`config.mk`:
```
export PLATFORM = sky130hd
export DESIGN_NAME = ahb_cache_arbiter_2m_flat
export DESIGN_NICKNAME = d
export VERILOG_FILES = /design/src/rtl/ahb_cache_arbiter_2m_if.sv /design/src/rtl/ahb_cache_arbiter_2m.sv /design/src/flat_wrapper.sv
export SDC_FILE = /design/constraint.sdc
export NUM_CORES = 1
export LEC_CHECK = 0
export ABC_AREA = 1
export CORE_ASPECT_RATIO = 0.75
export CORE_MARGIN = 10
export CORE_UTILIZATION = 44
export DETAILED_ROUTE_END_ITERATION = 12
export GPL_ROUTABILITY_DRIVEN = 0
export MAX_ROUTING_LAYER = met4
export PLACE_DENSITY = 0.83
export SLEW_MARGIN = 30
export SYNTH_ARGS = -nofsm -noshare
export SYNTH_HDL_FRONTEND = slang
export SYNTH_SLANG_ARGS = --single-unit
export TNS_END_PERCENT = 100
```
`constraint.sdc`:
```
create_clock -name clk -period 6.45 [get_ports clk]
set_clock_uncertainty 0.2 [all_clocks]
set_input_delay 1.29 -clock clk [delete_from_list [all_inputs] [get_ports clk]]
set_output_delay 1.29 -clock clk [all_outputs]
set_load 0.05 [all_outputs]
```
`src/rtl/ahb_cache_arbiter_2m_if.sv`:
```
// Signal bundle for the 2:1 AHB-Lite cache arbiter: two upstream master ports and one downstream slave port.
// The slave modport is the arbiter's view; the master modport is the surrounding fabric's view.
interface ahb_cache_arbiter_2m_if #(
    parameter int W_ADDR = 32,
    parameter int W_DATA = 32
);
    // Handshake: an address phase is accepted on a rising edge where htrans[1] && hready are both high;
    // its data phase completes on the first later edge with hready high, and hresp there marks an error.
    logic              src0_hready;
    logic              src0_hready_resp;
    logic              src0_hresp;
    logic [W_ADDR-1:0] src0_haddr;
    logic              src0_hwrite;
    logic [1:0]        src0_htrans;
    logic [2:0]        src0_hsize;
    logic [3:0]        src0_hprot;
    logic              src0_hmastlock;
    logic [W_DATA-1:0] src0_hrdata;

    logic              src1_hready;
    logic              src1_hready_resp;
    logic              src1_hresp;
    logic [W_ADDR-1:0] src1_haddr;
    logic              src1_hwrite;
    logic [1:0]        src1_htrans;
    logic [2:0]        src1_hsize;
    logic [3:0]        src1_hprot;
    logic              src1_hmastlock;
    logic [W_DATA-1:0] src1_hrdata;

    logic              dst_hready;
    logic              dst_hready_resp;
    logic              dst_hresp;
    logic [W_ADDR-1:0] dst_haddr;
    logic              dst_hwrite;
    logic [1:0]        dst_htrans;
    logic [2:0]        dst_hsize;
    logic [2:0]        dst_hburst;
    logic [3:0]        dst_hprot;
    logic              dst_hmastlock;
    logic [W_DATA-1:0] dst_hrdata;

    modport slave (
        input  src0_hready, src0_haddr, src0_hwrite, src0_htrans, src0_hsize, src0_hprot, src0_hmastlock,
        output src0_hready_resp, src0_hresp, src0_hrdata,
        input  src1_hready, src1_haddr, src1_hwrite, src1_htrans, src1_hsize, src1_hprot, src1_hmastlock,
        output src1_hready_resp, src1_hresp, src1_hrdata,
        output dst_hready, dst_haddr, dst_hwrite, dst_htrans, dst_hsize, dst_hburst, dst_hprot, dst_hmastlock,
        input  dst_hready_resp, dst_hresp, dst_hrdata
    );

    modport master (
        output src0_hready, src0_haddr, src0_hwrite, src0_htrans, src0_hsize, src0_hprot, src0_hmastlock,
        input  src0_hready_resp, src0_hresp, src0_hrdata,
        output src1_hready, src1_haddr, src1_hwrite, src1_htrans, src1_hsize, src1_hprot, src1_hmastlock,
        input  src1_hready_resp, src1_hresp, src1_hrdata,
        input  dst_hready, dst_haddr, dst_hwrite, dst_htrans, dst_hsize, dst_hburst, dst_hprot, dst_hmastlock,
        output dst_hready_resp, dst_hresp, dst_hrdata
    );
endinterface

```
`src/rtl/ahb_cache_arbiter_2m.sv`:
```
// 2:1 AHB-Lite arbiter sharing one read-only cache slave port; losers are parked in a holding buffer.
// Optional master-lock support is enabled by defining CACHE_ARB_HMASTLOCK_EN.
module ahb_cache_arbiter_2m #(
    parameter int W_ADDR = 32,
    parameter int W_DATA = 32
) (
    input logic                 clk,
    input logic                 rst,
    ahb_cache_arbiter_2m_if.slave bus
);
    localparam int W_CTRL = 8; // {hwrite, hsize[2:0], hprot[3:0]}

    logic [1:0]        live;
    logic [1:0]        cand;
    logic [1:0]        elig;
    logic [W_ADDR-1:0] in_addr [2];
    logic [W_CTRL-1:0] in_ctrl [2];

    logic [1:0]        pend_q, pend_d;
    logic [W_ADDR-1:0] hold_addr_q [2];
    logic [W_ADDR-1:0] hold_addr_d [2];
    logic [W_CTRL-1:0] hold_ctrl_q [2];
    logic [W_CTRL-1:0] hold_ctrl_d [2];
    logic              dph_valid_q, dph_valid_d;
    logic              dph_owner_q, dph_owner_d;
    logic              last_grant_q, last_grant_d;

    logic              issue;
    logic              win;
    logic [W_ADDR-1:0] sel_addr;
    logic [W_CTRL-1:0] sel_ctrl;
    logic [1:0]        hready_resp;
    logic [1:0]        hresp;
    logic [W_DATA-1:0] hrdata [2];

    always_comb begin
        live       = {bus.src1_hready && bus.src1_htrans[1], bus.src0_hready && bus.src0_htrans[1]};
        in_addr[0] = bus.src0_haddr;
        in_addr[1] = bus.src1_haddr;
        in_ctrl[0] = {bus.src0_hwrite, bus.src0_hsize, bus.src0_hprot};
        in_ctrl[1] = {bus.src1_hwrite, bus.src1_hsize, bus.src1_hprot};
    end

    // A master's own hready is low while it is parked, so pend and live never coincide per master.
    always_comb begin
        cand     = (pend_q | live) & elig;
        issue    = !rst && bus.dst_hready_resp && (cand != 2'b00);
        win      = (cand == 2'b11) ? ~last_grant_q : cand[1];
        sel_addr = pend_q[win] ? hold_addr_q[win] : in_addr[win];
        sel_ctrl = pend_q[win] ? hold_ctrl_q[win] : in_ctrl[win];
    end

    always_comb begin
        pend_d       = pend_q;
        hold_addr_d  = hold_addr_q;
        hold_ctrl_d  = hold_ctrl_q;
        dph_valid_d  = dph_valid_q;
        dph_owner_d  = dph_owner_q;
        last_grant_d = issue ? win : last_grant_q;
        for (int i = 0; i < 2; i++) begin
            if (issue && (win == 1'(i))) begin
                pend_d[i] = 1'b0;
            end else if (live[i]) begin
                pend_d[i]      = 1'b1;
                hold_addr_d[i] = in_addr[i];
                hold_ctrl_d[i] = in_ctrl[i];
            end
        end
        if (bus.dst_hready_resp) begin
            dph_valid_d = issue;
            dph_owner_d = win;
        end
    end

    always_ff @(posedge clk) begin
        if (rst) begin
            pend_q       <= 2'b00;
            dph_valid_q  <= 1'b0;
            dph_owner_q  <= 1'b0;
            last_grant_q <= 1'b1;
        end else begin
            pend_q       <= pend_d;
            dph_valid_q  <= dph_valid_d;
            dph_owner_q  <= dph_owner_d;
            last_grant_q <= last_grant_d;
        end
    end

    always_ff @(posedge clk) begin
        hold_addr_q <= hold_addr_d;
        hold_ctrl_q <= hold_ctrl_d;
    end

`ifdef CACHE_ARB_HMASTLOCK_EN
    logic [1:0] in_lock;
    logic [1:0] hold_lock_q, hold_lock_d;
    logic       lock_active_q, lock_active_d;
    logic       lock_owner_q, lock_owner_d;
    logic       sel_lock;

    assign elig = {!lock_active_q || lock_owner_q, !lock_active_q || !lock_owner_q};

    always_comb begin
        in_lock       = {bus.src1_hmastlock, bus.src0_hmastlock};
        sel_lock      = pend_q[win] ? hold_lock_q[win] : in_lock[win];
        hold_lock_d   = hold_lock_q;
        lock_active_d = lock_active_q;
        lock_owner_d  = lock_owner_q;
        for (int i = 0; i < 2; i++) begin
            if (live[i] && !(issue && (win == 1'(i)))) hold_lock_d[i] = in_lock[i];
        end
        // The lock is released only by an unlocked transfer from the lock holder itself.
        if (issue) begin
            if (sel_lock) begin
                lock_active_d = 1'b1;
                lock_owner_d  = win;
            end else if (lock_owner_q == win) begin
                lock_active_d = 1'b0;
            end
        end
    end

    always_ff @(posedge clk) begin
        if (rst) begin
            lock_active_q <= 1'b0;
            lock_owner_q  <= 1'b0;
        end else begin
            lock_active_q <= lock_active_d;
            lock_owner_q  <= lock_owner_d;
        end
        hold_lock_q <= hold_lock_d;
    end

    assign bus.dst_hmastlock = issue && sel_lock;
`else
    logic unused_lock;
    assign unused_lock       = bus.src0_hmastlock ^ bus.src1_hmastlock;
    assign elig              = 2'b11;
    assign bus.dst_hmastlock = 1'b0;
`endif

    always_comb begin
        for (int i = 0; i < 2; i++) begin
            hready_resp[i] = pend_q[i] ? 1'b0 :
                             (dph_valid_q && (dph_owner_q == 1'(i))) ? bus.dst_hready_resp : 1'b1;
            hresp[i]       = dph_valid_q && (dph_owner_q == 1'(i)) && bus.dst_hresp;
            hrdata[i]      = (dph_valid_q && (dph_owner_q == 1'(i))) ? bus.dst_hrdata : '0;
        end
    end

    assign bus.src0_hready_resp = hready_resp[0];
    assign bus.src1_hready_resp = hready_resp[1];
    assign bus.src0_hresp       = hresp[0];
    assign bus.src1_hresp       = hresp[1];
    assign bus.src0_hrdata      = hrdata[0];
    assign bus.src1_hrdata      = hrdata[1];

    assign bus.dst_hready = bus.dst_hready_resp;
    assign bus.dst_haddr  = sel_addr;
    assign bus.dst_hwrite = sel_ctrl[7];
    assign bus.dst_hsize  = sel_ctrl[6:4];
    assign bus.dst_hprot  = sel_ctrl[3:0];
    assign bus.dst_hburst = 3'b000;
    assign bus.dst_htrans = issue ? 2'b10 : 2'b00;
endmodule

```
`src/flat_wrapper.sv`:
```
// flat-port wrapper written by rule: the top's interface ports become plain ports
module ahb_cache_arbiter_2m_flat 
#(
    parameter int W_ADDR = 32,
    parameter int W_DATA = 32
)
  (clk, rst, bus_src0_hready, bus_src0_haddr, bus_src0_hwrite, bus_src0_htrans, bus_src0_hsize, bus_src0_hprot, bus_src0_hmastlock, bus_src0_hready_resp, bus_src0_hresp, bus_src0_hrdata, bus_src1_hready, bus_src1_haddr, bus_src1_hwrite, bus_src1_htrans, bus_src1_hsize, bus_src1_hprot, bus_src1_hmastlock, bus_src1_hready_resp, bus_src1_hresp, bus_src1_hrdata, bus_dst_hready, bus_dst_haddr, bus_dst_hwrite, bus_dst_htrans, bus_dst_hsize, bus_dst_hburst, bus_dst_hprot, bus_dst_hmastlock, bus_dst_hready_resp, bus_dst_hresp, bus_dst_hrdata);
  ahb_cache_arbiter_2m_if #(.W_ADDR(W_ADDR), .W_DATA(W_DATA)) bus_i ();
  input logic clk;
  input logic rst;
  input wire logic [$bits(bus_i.src0_hready)-1:0] bus_src0_hready;
  input wire logic [$bits(bus_i.src0_haddr)-1:0] bus_src0_haddr;
  input wire logic [$bits(bus_i.src0_hwrite)-1:0] bus_src0_hwrite;
  input wire logic [$bits(bus_i.src0_htrans)-1:0] bus_src0_htrans;
  input wire logic [$bits(bus_i.src0_hsize)-1:0] bus_src0_hsize;
  input wire logic [$bits(bus_i.src0_hprot)-1:0] bus_src0_hprot;
  input wire logic [$bits(bus_i.src0_hmastlock)-1:0] bus_src0_hmastlock;
  output wire logic [$bits(bus_i.src0_hready_resp)-1:0] bus_src0_hready_resp;
  output wire logic [$bits(bus_i.src0_hresp)-1:0] bus_src0_hresp;
  output wire logic [$bits(bus_i.src0_hrdata)-1:0] bus_src0_hrdata;
  input wire logic [$bits(bus_i.src1_hready)-1:0] bus_src1_hready;
  input wire logic [$bits(bus_i.src1_haddr)-1:0] bus_src1_haddr;
  input wire logic [$bits(bus_i.src1_hwrite)-1:0] bus_src1_hwrite;
  input wire logic [$bits(bus_i.src1_htrans)-1:0] bus_src1_htrans;
  input wire logic [$bits(bus_i.src1_hsize)-1:0] bus_src1_hsize;
  input wire logic [$bits(bus_i.src1_hprot)-1:0] bus_src1_hprot;
  input wire logic [$bits(bus_i.src1_hmastlock)-1:0] bus_src1_hmastlock;
  output wire logic [$bits(bus_i.src1_hready_resp)-1:0] bus_src1_hready_resp;
  output wire logic [$bits(bus_i.src1_hresp)-1:0] bus_src1_hresp;
  output wire logic [$bits(bus_i.src1_hrdata)-1:0] bus_src1_hrdata;
  output wire logic [$bits(bus_i.dst_hready)-1:0] bus_dst_hready;
  output wire logic [$bits(bus_i.dst_haddr)-1:0] bus_dst_haddr;
  output wire logic [$bits(bus_i.dst_hwrite)-1:0] bus_dst_hwrite;
  output wire logic [$bits(bus_i.dst_htrans)-1:0] bus_dst_htrans;
  output wire logic [$bits(bus_i.dst_hsize)-1:0] bus_dst_hsize;
  output wire logic [$bits(bus_i.dst_hburst)-1:0] bus_dst_hburst;
  output wire logic [$bits(bus_i.dst_hprot)-1:0] bus_dst_hprot;
  output wire logic [$bits(bus_i.dst_hmastlock)-1:0] bus_dst_hmastlock;
  input wire logic [$bits(bus_i.dst_hready_resp)-1:0] bus_dst_hready_resp;
  input wire logic [$bits(bus_i.dst_hresp)-1:0] bus_dst_hresp;
  input wire logic [$bits(bus_i.dst_hrdata)-1:0] bus_dst_hrdata;
  assign bus_i.src0_hready = bus_src0_hready;
  assign bus_i.src0_haddr = bus_src0_haddr;
  assign bus_i.src0_hwrite = bus_src0_hwrite;
  assign bus_i.src0_htrans = bus_src0_htrans;
  assign bus_i.src0_hsize = bus_src0_hsize;
  assign bus_i.src0_hprot = bus_src0_hprot;
  assign bus_i.src0_hmastlock = bus_src0_hmastlock;
  assign bus_src0_hready_resp = bus_i.src0_hready_resp;
  assign bus_src0_hresp = bus_i.src0_hresp;
  assign bus_src0_hrdata = bus_i.src0_hrdata;
  assign bus_i.src1_hready = bus_src1_hready;
  assign bus_i.src1_haddr = bus_src1_haddr;
  assign bus_i.src1_hwrite = bus_src1_hwrite;
  assign bus_i.src1_htrans = bus_src1_htrans;
  assign bus_i.src1_hsize = bus_src1_hsize;
  assign bus_i.src1_hprot = bus_src1_hprot;
  assign bus_i.src1_hmastlock = bus_src1_hmastlock;
  assign bus_src1_hready_resp = bus_i.src1_hready_resp;
  assign bus_src1_hresp = bus_i.src1_hresp;
  assign bus_src1_hrdata = bus_i.src1_hrdata;
  assign bus_dst_hready = bus_i.dst_hready;
  assign bus_dst_haddr = bus_i.dst_haddr;
  assign bus_dst_hwrite = bus_i.dst_hwrite;
  assign bus_dst_htrans = bus_i.dst_htrans;
  assign bus_dst_hsize = bus_i.dst_hsize;
  assign bus_dst_hburst = bus_i.dst_hburst;
  assign bus_dst_hprot = bus_i.dst_hprot;
  assign bus_dst_hmastlock = bus_i.dst_hmastlock;
  assign bus_i.dst_hready_resp = bus_dst_hready_resp;
  assign bus_i.dst_hresp = bus_dst_hresp;
  assign bus_i.dst_hrdata = bus_dst_hrdata;
  ahb_cache_arbiter_2m #(.W_ADDR(W_ADDR), .W_DATA(W_DATA)) u_core (.clk(clk), .rst(rst), .bus(bus_i));
endmodule
```
==> flow_metrics.env, run 1 <==
export IMPL_finalCritPeriodShare_pct=82.9
export IMPL_fin_nets=966
export IMPL_grt_overflow=0
export IMPL_cts_root_buffer="clkbuf_16"
export IMPL_worstPathRequired_ns=4.96
export IMPL_routed_top_layer="met4"
export IMPL_wl_met3_um=1580
export IMPL_pin_count=239
export IMPL_die_w_um=141
export IMPL_final_core_util_pct=74.9
export IMPL_place_area_um2=7550
export IMPL_dr_total_vias=4934
export IMPL_rsz0062_at_grt="no"
export IMPL_holdWs_ns=0.331
export IMPL_synth_cells=635
export IMPL_cts_sinks=85
export IMPL_period_needed_ns=5.35
export IMPL_drive_above_1_share_pct=8.97
export IMPL_cts_buffers_inserted=9
export IMPL_seq_power_share_pct=32.3
export IMPL_worstMarginPinSlew_ns=0.692
export IMPL_power_density_nw_per_um2=253
export IMPL_drv_cap=0
export IMPL_area_growth_pct=63.4
export IMPL_tns_ns=0
export IMPL_min_path_type="reg -> reg"
export IMPL_clk_pin_slew_worst_paths_ns=0.06
export IMPL_netlist_area_um2=4810
export IMPL_totalWireLength_um=17900
export IMPL_p_clk_share_pct=26.2
export IMPL_power_leakage_nw=3.56
export IMPL_max_freq_mhz=187
export IMPL_antenna_cells=0
export IMPL_swShare_pct=36.0
export IMPL_grt_pass1_vias=5037
export IMPL_cts_hold_fix_buffers=0
export IMPL_internal_power_mw=1.27
export IMPL_setup_viol=0
export IMPL_cp_max_fo=35
export IMPL_yosysSeqAreaShare_pct=52.0
export IMPL_cts_resized=0
export IMPL_drtPass1Iterations=5
export IMPL_status="finished, final reports clean"
export IMPL_die_area_um2=15600
export IMPL_peakVddDrop_mv=0.154
export IMPL_maxSlewHeadroom_pct=53.7
export IMPL_start_kind="input pin"
export IMPL_grtUsageTotal_pct=22.2
export IMPL_detail_route_antenna_nets=0
export IMPL_core_area_um2=10500
export IMPL_hold_depth=2
export IMPL_drt_iter0_markers=443
export IMPL_postCtsSetupRepairBufs=0
export IMPL_synth_seq_cells=85
export IMPL_synthDistinctLibCells=18
export IMPL_clockBufferDepth=2
export IMPL_cp_end_kind="output pin"
export IMPL_hold_viol_final=0
export IMPL_p_total_mw=1.99
export IMPL_antenna_found_initial=0
export IMPL_wl_met2_um=9380
export IMPL_cts_tree="yes"
export IMPL_ctsHtreeMaxLevel=3
export IMPL_combPwrFrac_pct=41.6
export IMPL_grt_pass1_wl_um=27100
export IMPL_die_y_um=111
export IMPL_dp_hpwl_um=13500
export IMPL_routedWlPerCell_um=18.2
export IMPL_row_count=32
export IMPL_via_per_inst=5.02
export IMPL_ff2ff_path_depth=9
export IMPL_yosys_warnings=0
export IMPL_initial_core_util_pct=45.8
export IMPL_portBuffers=229
export IMPL_switching_power_uw=716
export IMPL_finalInstanceArea_um2=7860
export IMPL_maxSlewViolCount=0
export IMPL_grt_max_degree=59
export IMPL_avgSynthCellArea_um2=7.57
export IMPL_path_class="in -> out"
export IMPL_nFillCells=736
export IMPL_critPathArrivalTime_ns=3.86
export IMPL_drc=0
export IMPL_wl_met1_um=6780
export IMPL_insertion_delay_ns=0.33
## critical path, stage by stage
cell,delay [ns]
clkdlybuf4s50_1,0.42
nand2_1,0.16
nand2_2,0.12
nand2_2,0.54
nand2_1,0.10
nand2_1,0.51
buf_4,0.34
nand2_1,0.09
nand2_1,0.13
buf_12,0.15
## path summary, 6_finish.rpt
check	startpoint	to	slack, ns
max	bus_src0_htrans[1]	bus_dst_hprot[0]	1.10
min	u_core.dph_valid_q	u_core.dph_valid_q	0.33
min reg2reg	u_core.dph_valid_q	u_core.dph_valid_q	0.33
max reg2reg	u_core.pend_q[0]	u_core.hold_addr_q[51]	3.16
## cells by family after synthesis
kind of cell | after synthesis | share of synthesized area, %
AOI/OAI and AO/OA | 10 | 1.12
buffers and inverters | 89 | 9.11
DFF | 85 | 52.0
other | 1 | 0.0780
and+or+nand+nor | 450 | 37.7
## flip-flops by register name (all words and copies together), names as in the netlist
name,cells
u_core.dph_valid_q,1
u_core.last_grant_q,1
u_core.pend_q,2
u_core.hold_ctrl_q,16
u_core.hold_addr_q,64
u_core.dph_owner_q,1
## power groups by stage
stage	clock network, mW	logic, mW	registers, mW
after floorplan	0	0.442	0.653
after global placement	0	0.814	0.652
after detailed placement	0	0.830	0.654
after CTS	0.524	0.833	0.642
after global routing	0.546	0.874	0.644
final	0.521	0.827	0.642
## cell type report
| class | count | area [um^2] | share of cell area, % |
|---|---|---|---|
| sequential | 85 | 2500 | 31.9 |
| timing repair buffer | 238 | 2810 | 35.7 |
| tap | 136 | 170 | 2.17 |
| multi-input combinational | 465 | 1910 | 24.4 |
| clock inverter | 6 | 72.6 | 0.924 |
| inverter | 43 | 161 | 2.05 |
| clock buffer | 10 | 229 | 2.91 |
## layer usage
metal  up-vias  track usage [%]
li1       2421                -
met1      2274             24.3
met2       229             39.1
met3        10             6.71
met4         0             3.83
met5         -                -
## placed cells by master, fill, tap and decap left out, drive strengths merged, types with 3 or more instances in the layout
cell type / Yosys / layout
nand2: 296 / 296
clkinvlp: 0 / 3
inv: 43 / 44
clkdlybuf4s50: 0 / 189
o21ai: 3 / 3
a21oi: 5 / 5
nand3: 81 / 81
buf: 40 / 49
conb: 1 / 5
dfxtp: 5 / 5
edfxtp: 80 / 80
clkbuf: 6 / 10
nor2: 73 / 73
## metrics by stage
stage	setup WS, ns	cells
after CTS	1.10	983
after detailed placement	1.10	967
after floorplan	2.06	639
after global placement	1.14	966
after global routing	0.918	983
final	1.10	983
## Yosys cell counts (all sizes together)
cell type	instances	area, um^2
conb	1	3.75
nor2	73	274
dfxtp	5	100
a31oi	1	6.26
a21o	1	7.51
o21ai	3	15.0
edfxtp	80	2400
buf	40	254
clkbuf	6	22.5
nand3	81	405
nand2	296	1130
a21oi	5	25.0
inv	43	161
Note: power is estimated with default switching activity, not from simulation.
==> run 2, diff against run 1 <==
--- a/config.mk
+++ b/config.mk
@@ -8,11 +8,11 @@
 export ABC_AREA = 1
 export CORE_ASPECT_RATIO = 0.75
 export CORE_MARGIN = 10
-export CORE_UTILIZATION = 44
+export CORE_UTILIZATION = 41
 export DETAILED_ROUTE_END_ITERATION = 12
 export GPL_ROUTABILITY_DRIVEN = 0
 export MAX_ROUTING_LAYER = met4
-export PLACE_DENSITY = 0.83
+export PLACE_DENSITY = 0.78
 export SLEW_MARGIN = 30
 export SYNTH_ARGS = -nofsm -noshare
 export SYNTH_HDL_FRONTEND = slang
==> constraint.sdc (replaced) <==
create_clock -name clk -period 5 [get_ports clk]
set_clock_uncertainty 0.2 [all_clocks]
set_input_delay 1 -clock clk [delete_from_list [all_inputs] [get_ports clk]]
set_output_delay 1 -clock clk [all_outputs]
set_load 0.05 [all_outputs]
==> run 2 against run 1 <==
Effect of this change:
- critical path depth decreased by 1
- sequential share of layout area hardly changed
- register-to-register slack lost 0.64 ns
- hold slack gained 0.0010 ns
- design area barely moved
- first-iteration DRC count fell by 15%
- die area grew 6.1%
- sequential cell count unchanged
- via count is 0.22% higher
- critical path type unchanged
- largest cell class unchanged
- largest power group unchanged
==> flow_metrics.env, run 2 (synthesized netlist as in run 1, its figures left out) <==
export IMPL_layout_common_cells="290 x nand2_1, 188 x clkdlybuf4s50_1, 81 x nand3_1"
export IMPL_grt_pass1_wl_um=26800
export IMPL_drt_iter0_markers=375
export IMPL_clockBufferDepth=2
export IMPL_holdWs_ns=0.332
export IMPL_peakVddDrop_mv=0.175
export IMPL_routedWlPerCell_um=17.0
export IMPL_dp_hpwl_um=12800
export IMPL_largest_register_ffs=64
export IMPL_grt_pass1_vias=4877
export IMPL_ctsHtreeMaxLevel=3
export IMPL_r2r_slack_ns=2.52
export IMPL_wl_met2_um=8610
export IMPL_critPathLaunch="bus_src1_hready"
export IMPL_cp_max_fo=58
export IMPL_detail_route_antenna_nets=0
export IMPL_rr_startpoint="u_core.pend_q[1]"
export IMPL_period_needed_ns=4.36
export IMPL_grt_overflow=0
export IMPL_critPathArrivalTime_ns=3.16
export IMPL_postCtsSetupRepairBufs=0
export IMPL_worstPathRequired_ns=3.80
export IMPL_grtUsageTotal_pct=20.8
export IMPL_portBuffers=229
export IMPL_pin_count=239
export IMPL_row_count=34
export IMPL_power_density_nw_per_um2=320
export IMPL_finalCritPeriodShare_pct=87.2
export IMPL_max_freq_mhz=229
export IMPL_via_per_inst=4.90
export IMPL_top_register="u_core.hold_addr_q"
export IMPL_worstMarginPinSlew_ns=0.625
export IMPL_die_y_um=114
export IMPL_reg_top3="u_core.hold_addr_q: 64 flops, u_core.hold_ctrl_q: 16 flops, u_core.pend_q: 2 flops"
export IMPL_cp_end_kind="output pin"
export IMPL_setup_viol=0
export IMPL_totalWireLength_um=17200
export IMPL_antenna_found_initial=0
export IMPL_hold_viol_final=0
export IMPL_drive_above_1_share_pct=9.21
export IMPL_rsz0062_at_grt="no"
export IMPL_clk_pin_slew_worst_paths_ns=0.06
export IMPL_dr_total_vias=4945
export IMPL_wl_met3_um=1490
export IMPL_min_delay_start="u_core.dph_valid_q"
export IMPL_cts_sinks=85
export IMPL_min_path_type="reg -> reg"
export IMPL_routed_top_layer="met4"
export IMPL_core_area_um2=11500
export IMPL_fin_nets=966
export IMPL_power_leakage_nw=3.56
export IMPL_path_class="in -> out"
export IMPL_die_w_um=145
export IMPL_area_growth_pct=63.5
export IMPL_initial_core_util_pct=41.7
export IMPL_maxSlewViolCount=0
export IMPL_grt_max_degree=59
export IMPL_drc=0
export IMPL_drv_cap=0
export IMPL_wl_met1_um=6870
export IMPL_tns_ns=0
export IMPL_cts_hold_fix_buffers=0
export IMPL_start_kind="input pin"
export IMPL_maxSlewHeadroom_pct=58.3
export IMPL_cts_resized=0
export IMPL_die_area_um2=16500
export IMPL_drtPass1Iterations=5
export IMPL_layout_commonest_cell="nand2_1"
export IMPL_cts_buffers_inserted=9
export IMPL_status="finished, final reports clean"
export IMPL_cts_root_buffer="clkbuf_16"
export IMPL_cts_tree="yes"
export IMPL_insertion_delay_ns=0.33
run 2: report_power, final:
| group | leakage (nW) | switching [mW] | internal, mW | total [mW] |
|---|---|---|---|---|
| clock network | 0.137 | 0.282 | 0.343 | 0.625 |
| logic | 2.63 | 0.626 | 0.436 | 1.06 |
| registers | 0.790 | 0.0109 | 0.818 | 0.828 |
run 2: worst paths after layout:
path / to / cells after the start
min: u_core.dph_valid_q / 2
min reg2reg: u_core.dph_valid_q / 2
max reg2reg: u_core.hold_addr_q[60] / 7
max: bus_dst_hwrite / 9
run 2: per-layer routing:
metal,vias to the layer above,global-route usage [%]
met5,-,-
met1,2328,24.3
met2,194,35.0
met4,0,4.62
li1,2409,-
met3,14,6.09
run 2: cell type report:
| class | instances | area, um^2 |
|---|---|---|
| clock inverters | 7 | 56.3 |
| well taps | 162 | 203 |
| repair buffers | 238 | 2800 |
| clock buffers | 9 | 225 |
| diodes | 1 | 2.50 |
| inverters | 43 | 161 |
| multi-input cells | 465 | 1910 |
| flip-flops and latches | 85 | 2500 |
| fillers | 939 | 3670 |
run 2: per-stage QoR:
step	total power, mW	setup slack, ns	util (%)	instances	area, um^2
2_1_floorplan	1.41	0.904	-	639	4820
3_3_place_gp	1.90	0.678	65.7	993	7570
3_5_place_dp	1.91	0.633	65.7	993	7570
4_1_cts	2.54	0.626	68.1	1009	7850
5_1_grt	2.63	0.455	68.2	1009	7860
6_report	2.52	0.638	68.2	1010	7860
run 2: worst max-delay path: stages:
cell and delay [ns]:
clkdlybuf4s50_1 0.47, nand2_1 0.16, nand2_4 0.32, buf_4 0.58, nand3_1 0.16, nand2_1 0.11, nand2_1 0.05, nand2_1 0.14
buf_12 0.15
